===== src/rtl/inst_fetch_axi_master.sv =====
// Instruction fetch engine: copies num_words words from AXI host memory into imem via single-outstanding INCR bursts.
// Latency: one AR per burst of up to MAX_BURST beats; each accepted R beat is written to imem in the same cycle.
// Backpressure: AR fields held until m_arready; m_rready is high throughout RD_DATA, so R stalls come only from m_rvalid.
module inst_fetch_axi_master #(
    parameter int DATA_WIDTH      = 32,
    parameter int IMEM_ADDR_WIDTH = 10,
    parameter int AXI_ADDR_WIDTH  = 32,
    parameter int BURST_WIDTH     = 8,
    parameter int MAX_BURST       = 16,
    parameter int CNT_WIDTH       = 16
) (
    input  logic                       clk,
    input  logic                       reset,
    input  logic                       start,
    input  logic [AXI_ADDR_WIDTH-1:0]  base_addr,
    input  logic [CNT_WIDTH-1:0]       num_words,
    input  logic [IMEM_ADDR_WIDTH-1:0] imem_base,
    output logic                       busy,
    output logic                       done,
    output logic                       error,
    output logic                       imem_wr_req,
    output logic [IMEM_ADDR_WIDTH-1:0] imem_wr_addr,
    output logic [DATA_WIDTH-1:0]      imem_wr_data,
    output logic [AXI_ADDR_WIDTH-1:0]  m_araddr,
    output logic [BURST_WIDTH-1:0]     m_arlen,
    output logic [2:0]                 m_arsize,
    output logic [1:0]                 m_arburst,
    output logic                       m_arvalid,
    input  logic                       m_arready,
    input  logic [DATA_WIDTH-1:0]      m_rdata,
    input  logic [1:0]                 m_rresp,
    input  logic                       m_rlast,
    input  logic                       m_rvalid,
    output logic                       m_rready
);

    localparam int BYTES = DATA_WIDTH / 8;
    localparam int SIZE  = $clog2(BYTES);
    localparam int BW    = $clog2(MAX_BURST) + 1;

    typedef enum logic [1:0] {IDLE, RD_ADDR, RD_DATA, DONE} state_t;

    state_t                     state_q, state_d;
    logic [1:0]                 rst_sync_q;
    logic                       run_en;
    logic [AXI_ADDR_WIDTH-1:0]  araddr_q;
    logic [CNT_WIDTH-1:0]       remaining_q;
    logic [IMEM_ADDR_WIDTH-1:0] imem_ptr_q;
    logic [BW-1:0]              beat_cnt_q, burst_len_q, burst_len;
    logic                       error_q;
    logic                       start_acc, ar_hs, r_beat, last_beat;
    logic [12:0]                bytes_to_4k, words_to_4k;
    logic [31:0]                len_calc;

    // Deassertion of reset is only trusted once it has crossed two flops.
    always_ff @(posedge clk or negedge reset) begin
        if (!reset) rst_sync_q <= 2'b00;
        else        rst_sync_q <= {rst_sync_q[0], 1'b1};
    end
    assign run_en = rst_sync_q[1];

    assign start_acc = (state_q == IDLE) && start && run_en;
    assign ar_hs     = (state_q == RD_ADDR) && m_arready;
    assign r_beat    = (state_q == RD_DATA) && m_rvalid;
    assign last_beat = r_beat && ((beat_cnt_q + BW'(1)) == burst_len_q);

    // Burst never runs past the 4 KB page holding the current address.
    assign bytes_to_4k = 13'h1000 - {1'b0, araddr_q[11:0]};
    assign words_to_4k = bytes_to_4k >> SIZE;

    always_comb begin
        len_calc = 32'(remaining_q);
        if (len_calc > 32'(MAX_BURST)) len_calc = 32'(MAX_BURST);
        if (len_calc > 32'(words_to_4k)) len_calc = 32'(words_to_4k);
    end
    assign burst_len = BW'(len_calc);

    always_ff @(posedge clk or negedge reset) begin
        if (!reset) state_q <= IDLE;
        else        state_q <= state_d;
    end

    always_comb begin
        state_d = state_q;
        case (state_q)
            IDLE:    if (start_acc) state_d = (num_words == '0) ? DONE : RD_ADDR;
            RD_ADDR: if (ar_hs) state_d = RD_DATA;
            RD_DATA: if (last_beat) state_d = (remaining_q == CNT_WIDTH'(1)) ? DONE : RD_ADDR;
            DONE:    state_d = IDLE;
            default: state_d = IDLE;
        endcase
    end

    always_comb begin
        busy         = (state_q != IDLE);
        done         = (state_q == DONE);
        m_arvalid    = (state_q == RD_ADDR);
        m_rready     = (state_q == RD_DATA);
        m_araddr     = araddr_q;
        m_arlen      = m_arvalid ? BURST_WIDTH'(len_calc - 32'd1) : '0;
        m_arsize     = 3'(SIZE);
        m_arburst    = 2'b01;
        imem_wr_req  = r_beat;
        imem_wr_addr = imem_ptr_q;
        imem_wr_data = r_beat ? m_rdata : '0;
        error        = error_q;
    end

    // rlast is only cross-checked against the internal beat count.
    always_ff @(posedge clk or negedge reset) begin
        if (!reset) begin
            araddr_q    <= '0;
            remaining_q <= '0;
            imem_ptr_q  <= '0;
            beat_cnt_q  <= '0;
            burst_len_q <= '0;
            error_q     <= 1'b0;
        end else begin
            if (start_acc) begin
                araddr_q    <= base_addr;
                remaining_q <= num_words;
                imem_ptr_q  <= imem_base;
                error_q     <= 1'b0;
            end
            if (ar_hs) begin
                burst_len_q <= burst_len;
                beat_cnt_q  <= '0;
            end
            if (r_beat) begin
                imem_ptr_q  <= imem_ptr_q + IMEM_ADDR_WIDTH'(1);
                remaining_q <= remaining_q - CNT_WIDTH'(1);
                araddr_q    <= araddr_q + AXI_ADDR_WIDTH'(BYTES);
                beat_cnt_q  <= beat_cnt_q + BW'(1);
                if ((m_rresp != 2'b00) || (last_beat != m_rlast)) error_q <= 1'b1;
            end
        end
    end

endmodule


===== config.mk =====
export PLATFORM = sky130hd
export DESIGN_NAME = inst_fetch_axi_master
export DESIGN_NICKNAME = d
export VERILOG_FILES = /design/src/rtl/inst_fetch_axi_master.sv
export SDC_FILE = /design/constraint.sdc
export NUM_CORES = 1
export LEC_CHECK = 0
export BUFFER_PORTS_ARGS = -buffer_cell sky130_fd_sc_hd__buf_2
export CAP_MARGIN = 20
export CELL_PAD_IN_SITES_DETAIL_PLACEMENT = 1
export CELL_PAD_IN_SITES_GLOBAL_PLACEMENT = 1
export CORE_MARGIN = 2
export CORE_UTILIZATION = 39
export DETAILED_ROUTE_END_ITERATION = 8
export PLACE_DENSITY_LB_ADDON = 0.1
export SYNTH_ARGS = -nofsm -noshare
export SYNTH_HDL_FRONTEND = slang
export SYNTH_SLANG_ARGS = --single-unit

===== constraint.sdc =====
create_clock -name clk -period 11.7 [get_ports clk]
set_input_delay 1.17 -clock clk [delete_from_list [all_inputs] [get_ports clk]]
set_output_delay 1.17 -clock clk [all_outputs]
set_load 0.02 [all_outputs]

==> results by group, run 1 <==
Final layout
  – Number of antenna cells inserted: 0
  – Final cell count without fillers: 979
  – Top library cells by usage in the layout, fill and taps aside: 184 x sky130_fd_sc_hd__buf_2, 97 x sky130_fd_sc_hd__nand2_1, 73 x sky130_fd_sc_hd__dfrtp_1, 39 x sky130_fd_sc_hd__and3_1, 37 x sky130_fd_sc_hd__o21ai_0
  – Area growth, synth to finish: 25.71%
  – Most common library cell in the layout ignoring fill and taps: sky130_fd_sc_hd__buf_2
  – Fin area: 0.006559 mm²
  – Total area of multi-input combinational cells: 0.003151 mm²
  – Fraction of layout cells with a size suffix above 1: 0.2790
  – Register Area: 0.001827 mm²
  – Nets@finish: 915
  – Final core utilization: 0.4992
  – Filler cells: 1674

Drt
  – Vias per cell: 5.792
  – Total wirelength of the detailed-routed design: 18380 µm
  – Wirelength per Cell: 18.78 µm
  – Via count: 5670
  – Detailed-router iteration count before antenna repair: 5
  – Number of nets with antenna violations after detailed routing: 0
  – DRC violation count after routing: 0
  – Violation count after the first detailed-route iteration: 341

Synth
  – Area of the mapped netlist: 0.005218 mm²
  – Ys flop type: sky130_fd_sc_hd__dfrtp_1
  – #FFs+latches synth: 73
  – Dominant cells by area after synthesis: sky130_fd_sc_hd__dfrtp_1 35%, sky130_fd_sc_hd__nand2_1 7.0%, sky130_fd_sc_hd__and3_1 4.7%
  – Synth area leader: sky130_fd_sc_hd__dfrtp_1
  – Top-area cell type share of the netlist area: 0.3501
  – Post-synthesis cell count: 632
  – Post-synthesis sequential area ratio: 0.3501
  – Synth warnings: 0
  – Number of enable flip-flop cells after synthesis: 0
  – Number of distinct standard cells referenced by the synthesized netlist: 63
  – Average footprint of a synthesized cell: 8.256 µm²
  – Ys async rst share: 1.000

Place
  – Routability-driven placement congestion ratio: 0.8666
  – Count of buffers from port buffering: 185
  – Cell count after placement: 963
  – Area of placed instances: 0.006242 mm²
  – Half-perimeter wire length after detailed placement: 13520 µm

Worst setup path
  – Kind of capture point of the worst setup path: primary output
  – Endpoint arrival time on the critical path: 5.60 ns
  – Depth of the worst register-to-register path: 11
  – Worst setup path startpoint: m_araddr[2]
  – Slack of the worst reg-to-reg path: 7.38 ns
  – Required time at the endpoint of the critical path: 10.53 ns
  – Maximum fanout count along the critical path: 12
  – Kind of start point of the critical path: flip-flop
  – Worst flop-to-flop path startpoint: m_araddr[2]
  – Worst Path Class, Setup: flip-flop to primary output

Power and ir drop
  – Static Leak: 3.234 nW
  – Switching power: 804.8 µW
  – Worst vdd rail ir drop: 0.1372 mV
  – Sequential fraction of design power: 0.328
  – Power share of the clock group: 0.176
  – Proportion of total power due to net switching: 0.4834
  – Cell area power density: 253.8 mW/mm²
  – Combinational power share: 0.495
  – Internal power contribution: 860.0 µW

Floorplanning
  – I/O pin cnt: 191
  – Core region area: 0.01314 mm²
  – Initial cell density of the core: 0.3971
  – Number of cell rows: 42
  – Die Y: 119.7 µm
  – Die outline area: 0.01432 mm²
  – Die boundary width: 119.7 µm

Clock tree
  – Total CTS buffers: 9
  – Number of buffers on the longest clock path: 2
  – Clock tree from TritonCTS: done
  – CTS clk-pin slew, worst paths: 0.06 ns
  – Hold buffers post-CTS: 0
  – # H-tree levels: 3
  – # clock sinks: 73
  – CTS Root Cell: sky130_fd_sc_hd__clkbuf_16
  – Cts repair resizes: 0
  – Post-CTS Setup Inserts: 0
  – Clock insertion delay at the later pin of the skew report: 0.34 ns

Global routing
  – Overflow left after global routing: 0
  – Maximum number of pins on one net before global-route repair: 74
  – Antenna violations before repair: 0
  – Wire length of the first global-routing pass: 29990 µm
  – Total global routing track utilization: 0.2613
  – Via count of the first global-routing pass: 5795

Status
  – Result of the run: finished, final reports clean

Job
  – Max capacitance violation total: 0

Timing
  – Tightest slew margin relative to the limit: 0.2888
  – Slew Viols, Final: 0
  – Total negative slack for setup checks: 0 ns
  – Transition time at the pin with the least slew margin: 1.058 ns
  – Worst hold slack across all endpoints: 0.3580 ns
  – Achievable clock frequency: 147.7 MHz
  – Setup repair after global routing missed its margin: no
  – Clock tree skew after final layout: 0.008969 ns
  – Final setup vio count: 0
  – Tcrit/Tclk final: 0.5785
  – Post-layout min period: 6.769 ns
  – Hold violation total from the final report: 0

Worst hold path
  – Path type of the worst min-delay path: flip-flop to flip-flop
  – Worst Hold Launch: rst_sync_q[0]
  – Worst Hold Depth: 0
==> flip-flops by register name (all words and copies together) (netlist names) <==
name          count
remaining_q      16
m_araddr         32
rst_sync_q        2
beat_cnt_q        5
state_q           2
imem_wr_addr     10
burst_len_q       5
error             1
==> power groups by stage <==
stage	logic, mW	clock network [mW]	registers [mW]
after floorplan	0.519	0	0.563
after global placement	0.786	0	0.538
after detailed placement	0.819	0	0.545
after CTS	0.825	0.301	0.544
after global routing	0.907	0.309	0.574
final	0.825	0.293	0.547
==> stage by stage <==
stage | setup WS, ns | total power [mW]
3_5_place_dp | 5.337 | 1.364
2_1_floorplan | 5.393 | 1.082
5_1_grt | 4.681 | 1.790
6_report | 4.931 | 1.665
3_3_place_gp | 5.540 | 1.324
4_1_cts | 4.939 | 1.669
==> layer usage <==
metal | vias to the layer above | global-route usage | routed length, µm
met3 | 20 | 0.03517 | 928
li1 | 2684 | - | -
met2 | 162 | 0.4507 | 9009
met4 | 0 | 0.08382 | 235
met1 | 2804 | 0.3394 | 8208
met5 | - | 0 | 0
==> critical path: stages, from the launching register on <==
cell and delay, ns:
sky130_fd_sc_hd__dfrtp_1 0.51, sky130_fd_sc_hd__inv_1 0.17, sky130_fd_sc_hd__ha_1 0.22, sky130_fd_sc_hd__or4b_4 0.53
sky130_fd_sc_hd__or4_4 0.45, sky130_fd_sc_hd__or3_4 0.37, sky130_fd_sc_hd__or3_2 0.43, sky130_fd_sc_hd__ha_1 0.32
sky130_fd_sc_hd__a21oi_1 0.36, sky130_fd_sc_hd__o21a_1 0.35, sky130_fd_sc_hd__mux2_2 0.39, sky130_fd_sc_hd__ha_1 0.29
sky130_fd_sc_hd__and3_2 0.23, sky130_fd_sc_hd__o21ai_0 0.14, sky130_fd_sc_hd__nand3_1 0.11, sky130_fd_sc_hd__a31oi_1 0.20
sky130_fd_sc_hd__buf_2 0.19
==> cell usage after synthesis, drive strengths merged (3+ instances only) <==
master	count
dfrtp	73
nor2b	3
or4	7
and3	40
nand2	97
o311ai	19
buf	13
a21oi	25
nor3	21
and2	6
o21ai	40
a22o	4
ha	19
xnor2	8
a22oi	5
nand3	29
nand4	11
or2	4
a221o	10
xor2	10
inv	21
nor4	10
or3	10
nand2b	3
o211ai	31
nor2	30
mux2	3
clkbuf	32
a31oi	10
a21o	5
mux2i	4
==> path summary, 6_finish.rpt <==
| path | to |
|---|---|
| worst max-delay path | m_arlen[4] |
| worst min-delay path | rst_sync_q[1] |
| worst max register to register | burst_len_q[1] |
| worst min register to register | rst_sync_q[1] |
| max in group asynchronous | beat_cnt_q[2] |
| min in group asynchronous | m_araddr[9] |
==> cell families after synthesis <==
group                      share of synthesized area
and+or+nand+nor                               0.2659
DFF                                           0.3501
buffers and inverters                        0.05468
AOI/OAI and AO/OA                             0.2293
adders and majority gates                    0.04556
other                                       0.001439
muxes                                        0.01415
xor gates and xnor gates                     0.03885
==> cell type report <==
| cell class | count | area share |
|---|---|---|
| Multi-Input combinational cell | 503 | 0.4804 |
| Clock inverter | 4 | 0.007631 |
| Clock buffer | 12 | 0.04063 |
| Timing Repair Buffer | 190 | 0.1473 |
| Tap cell | 176 | 0.03357 |
| Sequential cell | 73 | 0.2785 |
| Inverter | 21 | 0.01202 |
Note: power is estimated with default switching activity, not from simulation.
==> run 2, diff against run 1 <==
- ABC_AREA: not set -> 1
- CORE_UTILIZATION: 39 -> 35
- clock period: 11.7 -> 6.4 ns (I/O delays scaled with it)
==> results by group, run 2 <==
Power and ir drop
  – Cell area power density: 441.4 mW/mm² (+74%)
  – Worst vdd rail ir drop: 0.1781 mV (+30%)
  – Static Leak: 3.693 nW (+14%)

Worst setup path
  – Depth of the worst register-to-register path: 12 (+1)
  – Maximum fanout count along the critical path: 7 (-5)
  – Required time at the endpoint of the critical path: 5.76 ns (-4.77 ns)
  – Worst flop-to-flop path startpoint: m_araddr[2]
  – Cell with the most instances on the worst path: sky130_fd_sc_hd__nand2_1
  – Endpoint arrival time on the critical path: 3.69 ns (-1.91 ns)
  – Slack of the worst reg-to-reg path: 3.57 ns (-3.81 ns)
  – Crit. path cell count: 18 (+2)
  – Critical path, cell by cell: inv_1 > ha_1 > nand2_1 > nor4_1 > nand3_1 > ha_1 > and3_1 > nand2_1 > nand2_2 > nand2_1 > nand2_1 > nand2_1 > ha_1 > nand2_1 > nor2_1 > a21oi_1 > nor2_1 > buf_2
  – Family of cells with the greatest summed delay on the critical path: simple AND/OR/NAND/NOR gates
  – Kind of capture point of the worst setup path: primary output
  – Max stage delay cell, worst path: sky130_fd_sc_hd__dfrtp_1
  – Kind of start point of the critical path: flip-flop
  – Slowest cell delay on critical path: 0.42 ns (-0.11 ns)
  – Worst Path Class, Setup: flip-flop to primary output
  – Buffers plus inverters on the worst setup path: 2 (unchanged)
  – Worst R2R End: burst_len_q[0]

Status
  – Result of the run: finished, final reports clean

Global routing
  – Maximum number of pins on one net before global-route repair: 47 (-36%)
  – Total global routing track utilization: 0.2186 (-0.04277)
  – Wire length of the first global-routing pass: 28680 µm (-4.4%)
  – Overflow left after global routing: 0 (unchanged)
  – Antenna violations before repair: 2 (+2)
  – Via count of the first global-routing pass: 5654 (-2.4%)

Timing
  – Total negative slack for setup checks: 0 ns (unchanged)
  – Clock tree skew after final layout: 0.003514 ns (-0.005455 ns)
  – Slew Viols, Final: 0 (unchanged)
  – Setup repair after global routing missed its margin: no
  – Worst hold slack across all endpoints: 0.2427 ns (-0.1153 ns)
  – Achievable clock frequency: 231.2 MHz
  – Post-layout min period: 4.325 ns
  – Final setup vio count: 0 (unchanged)
  – Tightest slew margin relative to the limit: 0.6310 (+0.3422)
  – Tcrit/Tclk final: 0.6758
  – Transition time at the pin with the least slew margin: 0.5535 ns (-0.5044 ns)
  – Hold violation total from the final report: 0 (unchanged)

Clock tree
  – # clock sinks: 73 (unchanged)
  – CTS Root Cell: sky130_fd_sc_hd__clkbuf_16
  – Total CTS buffers: 9 (unchanged)
  – Clock tree from TritonCTS: done
  – Number of buffers on the longest clock path: 2 (unchanged)
  – Hold buffers post-CTS: 0 (unchanged)
  – CTS clk-pin slew, worst paths: 0.06 ns (about the same)
  – Clock insertion delay at the later pin of the skew report: 0.35 ns (about the same)
  – # H-tree levels: 3 (unchanged)
  – Cts repair resizes: 0 (unchanged)
  – Post-CTS Setup Inserts: 0 (unchanged)

Drt
  – Detailed-router iteration count before antenna repair: 4 (-1)
  – Wirelength per Cell: 15.02 µm (-20%)
  – Total wirelength of the detailed-routed design: 17810 µm (-3.1%)
  – Number of nets with antenna violations after detailed routing: 0 (unchanged)
  – Met1 WL: 8462 µm (+3.1%)
  – Via count: 5738 (+1.2%)
  – DRC violation count after routing: 0 (unchanged)
  – Detailed-routed wire length on met2: 8170 µm (-9.3%)
  – Met3 wire length: 871 µm (-6.1%)
  – Topmost layer with routed signal wires: met5
  – Vias per cell: 4.838 (-16%)
  – Violation count after the first detailed-route iteration: 185 (-46%)

Synth
  – Synth area leader: sky130_fd_sc_hd__dfrtp_1
  – Number of distinct standard cells referenced by the synthesized netlist: 48 (-24%)
  – Synth warnings: 0 (unchanged)
  – Ys async rst share: 1.000 (unchanged)
  – Area of the mapped netlist: 0.005497 mm² (+5.3%)
  – Dominant cells by area after synthesis: sky130_fd_sc_hd__dfrtp_1 33%, sky130_fd_sc_hd__nand2_1 12%, sky130_fd_sc_hd__inv_1 9.0%
  – Number of enable flip-flop cells after synthesis: 0 (unchanged)
  – Top-area cell type share of the netlist area: 0.3323 (-0.01777)
  – Most used standard cell by instance count after synthesis: sky130_fd_sc_hd__nand2_1
  – Ys flop type: sky130_fd_sc_hd__dfrtp_1
  – Post-synthesis cell count: 786 (+24%)
  – Average footprint of a synthesized cell: 6.993 µm² (-15%)
  – Post-synthesis sequential area ratio: 0.3323 (-0.01777)
  – #FFs+latches synth: 73 (unchanged)
  – Top post-synthesis cells by count: 179 x sky130_fd_sc_hd__nand2_1, 132 x sky130_fd_sc_hd__inv_1, 86 x sky130_fd_sc_hd__nor2_1, 73 x sky130_fd_sc_hd__dfrtp_1, 46 x sky130_fd_sc_hd__nand3_1

Place
  – Routability-driven placement congestion ratio: 0.7927 (-8.5%)
  – Half-perimeter wire length after detailed placement: 13690 µm (+1.3%)
  – Count of buffers from port buffering: 185 (unchanged)

Floorplanning
  – Initial cell density of the core: 0.3602 (-0.03691)
  – Die outline area: 0.01672 mm² (+17%)
  – Number of cell rows: 45 (+7.1%)
  – Die Y: 129.3 µm (+8.1%)
  – I/O pin cnt: 191 (unchanged)
  – Die boundary width: 129.3 µm (+8.1%)
  – Core region area: 0.01526 mm² (+16%)

Job
  – Max capacitance violation total: 0 (unchanged)

Final layout
  – Fraction of layout cells with a size suffix above 1: 0.2495 (-0.02947)
  – Flip-flop count of the largest register after layout: 32 (unchanged)
  – Area growth, synth to finish: 25.90%
  – Filler cells: 2059 (+23%)
  – Nets@finish: 1086 (+19%)
  – Most common library cell in the layout ignoring fill and taps: sky130_fd_sc_hd__buf_2
  – Top library cells by usage in the layout, fill and taps aside: 184 x sky130_fd_sc_hd__buf_2, 178 x sky130_fd_sc_hd__nand2_1, 132 x sky130_fd_sc_hd__inv_1, 86 x sky130_fd_sc_hd__nor2_1, 73 x sky130_fd_sc_hd__dfrtp_1

Worst hold path
  – Path type of the worst min-delay path: input pin to asynchronous set/reset pin
run 2: cells by family (layout without fill, tap and decap cells):
group,count (synthesis),after routing,share of synthesized area
AND/OR/NAND/NOR,383,383,0.3205
buffers and inverters,169,347,0.1216
AO/OA/AOI/OAI,107,107,0.1284
flip-flops,73,73,0.3323
XOR/XNOR,33,33,0.05258
adder cells (fa/ha/maj),19,19,0.04325
other,2,13,0.001366
run 2: where the power goes:
| group | internal [mW] | switching [mW] | total [mW] |
|---|---|---|---|
| Sequential | 0.668 | 0.257 | 0.925 |
| Clock | 0.296 | 0.201 | 0.496 |
| Combinational | 0.552 | 1.08 | 1.63 |
| Total | 1.52 | 1.54 | 3.05 |
run 2: routing by layer:
| layer | track usage | vias to the layer above |
|---|---|---|
| met2 | 0.3551 | 135 |
| met5 | 0 | - |
| met3 | 0.03757 | 21 |
| li1 | - | 2883 |
| met4 | 0.07864 | 4 |
| met1 | 0.2936 | 2695 |
run 2: through the flow:
stage	total power, mW	instances	setup slack [ns]	cell area, µm²	util
2_1_floorplan	2.030	796	2.668	5534	-
3_3_place_gp	2.552	1169	2.549	6631	0.4346
3_5_place_dp	2.578	1169	2.435	6631	0.4346
4_1_cts	3.091	1185	2.045	6918	0.4534
5_1_grt	3.337	1185	1.609	6918	0.4534
6_report	3.055	1186	2.075	6920	0.4535
run 2: final cells by class:
| class | count | area [µm²] | area share |
|---|---|---|---|
| repair buffers | 191 | 973.4 | 0.1407 |
| well taps | 211 | 264.0 | 0.03815 |
| multi-input cells | 554 | 3042 | 0.4395 |
| flip-flops and latches | 73 | 1827 | 0.2640 |
| clock buffers | 15 | 277.8 | 0.04014 |
| clock inverters | 1 | 8.758 | 0.001266 |
| inverters | 140 | 525.5 | 0.07594 |
| diodes | 1 | 2.502 | 0.0003616 |
run 2: worst register-to-register path: stages, from the launching register on:
cell and delay (ns):
sky130_fd_sc_hd__dfrtp_1 0.42, sky130_fd_sc_hd__inv_1 0.19, sky130_fd_sc_hd__ha_1 0.18, sky130_fd_sc_hd__nand2_1 0.12
sky130_fd_sc_hd__nor4_1 0.40, sky130_fd_sc_hd__nand3_1 0.13, sky130_fd_sc_hd__ha_1 0.31, sky130_fd_sc_hd__and3_1 0.21
sky130_fd_sc_hd__nand3_1 0.18, sky130_fd_sc_hd__nand2_1 0.19, sky130_fd_sc_hd__nand2_1 0.10, sky130_fd_sc_hd__nand2_1 0.09
sky130_fd_sc_hd__o21ai_0 0.22
run 2: how the worst max path moves through the flow:
| stage | start | end | slack (ns) |
|---|---|---|---|
| 2_1_floorplan | m_araddr[2] | m_arlen[6] | 2.67 |
| 3_3_place_gp | m_araddr[0] | m_arlen[6] | 2.55 |
| 3_5_place_dp | m_araddr[2] | m_arlen[6] | 2.44 |
| 4_1_cts | m_araddr[2] | m_arlen[6] | 2.05 |
| 5_1_grt | m_araddr[0] | m_arlen[4] | 1.61 |
| 6_report | m_araddr[2] | m_arlen[6] | 2.07 |
==> run 3, diff against run 2 <==
- ABC_AREA: 1 -> 0
- CORE_UTILIZATION: 35 -> 36
- clock period: 6.4 -> 4.4 ns (I/O delays scaled with it)
==> results by group, run 3 (same netlist as run 1, synthesis figures left out) <==
Drt
  – Wirelength per Cell: 19.01 µm (+27%)
  – Topmost layer with routed signal wires: met4
  – Via count: 5880 (+2.5%)
  – DRC violation count after routing: 0 (unchanged)
  – Number of nets with antenna violations after detailed routing: 0 (unchanged)
  – Met3 wire length: 901 µm (+3.4%)
  – Violation count after the first detailed-route iteration: 377 (+100%)
  – Vias per cell: 5.659 (+17%)
  – Total wirelength of the detailed-routed design: 19750 µm (+11%)
  – Detailed-routed wire length on met2: 9786 µm (+20%)
  – Detailed-router iteration count before antenna repair: 4 (unchanged)
  – Met1 WL: 8723 µm (+3.1%)

Worst hold path
  – Path type of the worst min-delay path: input pin to asynchronous set/reset pin

Place
  – Cell count after placement: 1013 (-13%)
  – Worst setup slack after placement: -0.3026 ns (-2.738 ns)
  – Half-perimeter wire length after detailed placement: 14180 µm (+3.6%)
  – Area of placed instances: 0.006734 mm² (+1.5%)
  – Count of buffers from port buffering: 185 (unchanged)
  – Routability-driven placement congestion ratio: 0.8451 (+6.6%)

Timing
  – Setup repair after global routing missed its margin: yes
  – Tightest slew margin relative to the limit: 0.3407 (-0.2903)
  – Slew Viols, Final: 0 (unchanged)
  – Achievable clock frequency: 198.4 MHz
  – Worst Slack Setup Final: -0.6407 ns (-2.715 ns)
  – Hold violation total from the final report: 0 (unchanged)
  – Total negative slack for setup checks: -2.559 ns (-2.559 ns)
  – Transition time at the pin with the least slew margin: 0.9890 ns (+0.4355 ns)
  – Final setup vio count: 8 (+8)
  – Clock tree skew after final layout: 0.006099 ns (+0.002586 ns)
  – Post-layout min period: 5.041 ns
  – Tcrit/Tclk final: 1.146

Global routing
  – Antenna violations before repair: 0 (-2)
  – Via count of the first global-routing pass: 6079 (+7.5%)
  – Maximum number of pins on one net before global-route repair: 74 (+57%)
  – Total global routing track utilization: 0.2505 (+0.03190)
  – Overflow left after global routing: 0 (unchanged)
  – Wire length of the first global-routing pass: 31600 µm (+10%)

Worst setup path
  – Maximum fanout count along the critical path: 5 (-2)
  – Cell with the most instances on the worst path: sky130_fd_sc_hd__ha_4
  – Worst R2R End: burst_len_q[0]
  – Required time at the endpoint of the critical path: 3.96 ns (-1.80 ns)
  – Worst setup path startpoint: m_araddr[2]
  – Buffers plus inverters on the worst setup path: 2 (unchanged)
  – End point of the critical path: m_arlen[4]
  – Endpoint arrival time on the critical path: 4.60 ns (+0.91 ns)
  – Slowest cell delay on critical path: 0.47 ns (+0.05 ns)
  – Max stage delay cell, worst path: sky130_fd_sc_hd__or4b_4
  – Worst flop-to-flop path startpoint: m_araddr[2]
  – Worst Path Class, Setup: flip-flop to primary output
  – Depth of the worst register-to-register path: 15 (+3)
  – Crit. path cell count: 19 (+1)
  – Kind of capture point of the worst setup path: primary output
  – Critical path, cell by cell: inv_2 > ha_4 > or4b_4 > or4_4 > or3_4 > xnor2_2 > ha_1 > nand4_1 > nor3_2 > a21oi_4 > o21a_1 > mux2_4 > ha_4 > nand2_1 > a21oi_1 > o21ai_2 > nand3_2 > a31oi_4 > buf_6
  – Kind of start point of the critical path: flip-flop
  – Slack of the worst reg-to-reg path: 0.57 ns (-3.00 ns)
  – Family of cells with the greatest summed delay on the critical path: simple AND/OR/NAND/NOR gates

Power and ir drop
  – Cell area power density: 694.8 mW/mm² (+57%)
  – Worst vdd rail ir drop: 0.2984 mV (+68%)
  – Overall power consumption: 5.020 mW (+64%)
  – Static Leak: 3.539 nW (-4.2%)

Floorplanning
  – Initial cell density of the core: 0.3716 (+0.01133)
  – Number of cell rows: 43 (-4.4%)
  – Die boundary width: 124.4 µm (-3.8%)
  – Core region area: 0.01404 mm² (-8.0%)
  – Die Y: 124.4 µm (-3.8%)
  – I/O pin cnt: 191 (unchanged)
  – Die outline area: 0.01547 mm² (-7.5%)

Clock tree
  – Number of buffers on the longest clock path: 2 (unchanged)
  – CTS clk-pin slew, worst paths: 0.07 ns (about the same)
  – # H-tree levels: 3 (unchanged)
  – Total CTS buffers: 9 (unchanged)
  – Clock tree from TritonCTS: done
  – Clock insertion delay at the later pin of the skew report: 0.35 ns (about the same)
  – # clock sinks: 73 (unchanged)
  – CTS Root Cell: sky130_fd_sc_hd__clkbuf_16

Final layout
  – Fraction of layout cells with a size suffix above 1: 0.3551 (+0.1056)
  – Filler cells: 1753 (-15%)
  – Most common library cell in the layout ignoring fill and taps: sky130_fd_sc_hd__buf_2
  – Area growth, synth to finish: 38.47%
  – Number of antenna cells inserted: 0 (-1)
  – Fin area: 0.007224 mm² (+4.4%)
  – Top library cells by usage in the layout, fill and taps aside: 177 x sky130_fd_sc_hd__buf_2, 97 x sky130_fd_sc_hd__nand2_1, 71 x sky130_fd_sc_hd__dfrtp_1, 59 x sky130_fd_sc_hd__buf_4, 39 x sky130_fd_sc_hd__and3_1
  – Nets@finish: 971 (-11%)
  – Flip-flop count of the largest register after layout: 32 (unchanged)
  – Final cell count without fillers: 1039 (-12%)

Status
  – Failing checks: negative setup slack
  – Result of the run: complete, but fails checks

Job
  – Max capacitance violation total: 0 (unchanged)
run 3: changes by cell type in the layout (fill, tap and decap cells not counted), sizes merged, moves of 19 or more:
cell / change
and3: +39
buf: +55
inv: -115
nand2: -88
nand3: -19
nor2: -63
xor2: -20
run 3: area by class of cell:
class	instances	area, µm²	share of cell area
Clock buffer	9	225.2	0.03117
Clock inverter	7	78.83	0.01091
Multi-Input combinational cell	503	3343	0.4628
Inverter	21	81.33	0.01126
Timing Repair Buffer	246	1441	0.1995
Tap cell	180	225.2	0.03117
Sequential cell	73	1829	0.2532
run 3: how the worst min path moves through the flow:
stage	start	to	slack, ns
2_1_floorplan	reset	beat_cnt_q[0]	0.14
3_3_place_gp	rst_sync_q[0]	rst_sync_q[1]	0.33
3_5_place_dp	rst_sync_q[0]	rst_sync_q[1]	0.34
4_1_cts	base_addr[20]	m_araddr[20]	0.28
5_1_grt	base_addr[20]	m_araddr[20]	0.29
6_report	reset	m_araddr[5]	0.25
run 3: worst register-to-register path, cell delays in order, from the launching register on:
cell and delay [ns]:
sky130_fd_sc_hd__dfrtp_2 0.41, sky130_fd_sc_hd__inv_2 0.08, sky130_fd_sc_hd__ha_4 0.12, sky130_fd_sc_hd__or4b_4 0.47
sky130_fd_sc_hd__or4_4 0.43, sky130_fd_sc_hd__or3_4 0.43, sky130_fd_sc_hd__xnor2_2 0.14, sky130_fd_sc_hd__ha_1 0.32
sky130_fd_sc_hd__nand4_1 0.20, sky130_fd_sc_hd__o221ai_2 0.14, sky130_fd_sc_hd__o21a_1 0.25, sky130_fd_sc_hd__buf_4 0.15
sky130_fd_sc_hd__o21a_1 0.23, sky130_fd_sc_hd__buf_4 0.15, sky130_fd_sc_hd__buf_6 0.11, sky130_fd_sc_hd__o21ai_1 0.13
run 3: timing repair:
action,CTS,global route
endpoints found under the setup margin,8,8
resized for setup,18,12
hold buffers,0,0
setup buffers,5,5
gates cloned,0,0
pin swaps,2,7
run 3: per-layer routing:
metal / up-vias / track usage
met5: - / 0
met4: 0 / 0.07270
met3: 27 / 0.04897
met2: 159 / 0.4282
met1: 2908 / 0.3213
li1: 2786 / -
run 3: stage by stage:
step / hold WS [ns] / utilization
2_1_floorplan: 0.1444 / -
3_3_place_gp: 0.3341 / 0.4796
3_5_place_dp: 0.3434 / 0.4796
4_1_cts: 0.2762 / 0.5080
5_1_grt: 0.2850 / 0.5145
6_report: 0.2537 / 0.5145
run 3: where the power goes:
group          switching, mW  internal [mW]  leakage, nW
clock                  0.331          0.445        0.144
sequential             0.360          0.976        0.918
combinational           1.69           1.22         2.48
total                   2.38           2.64         3.54
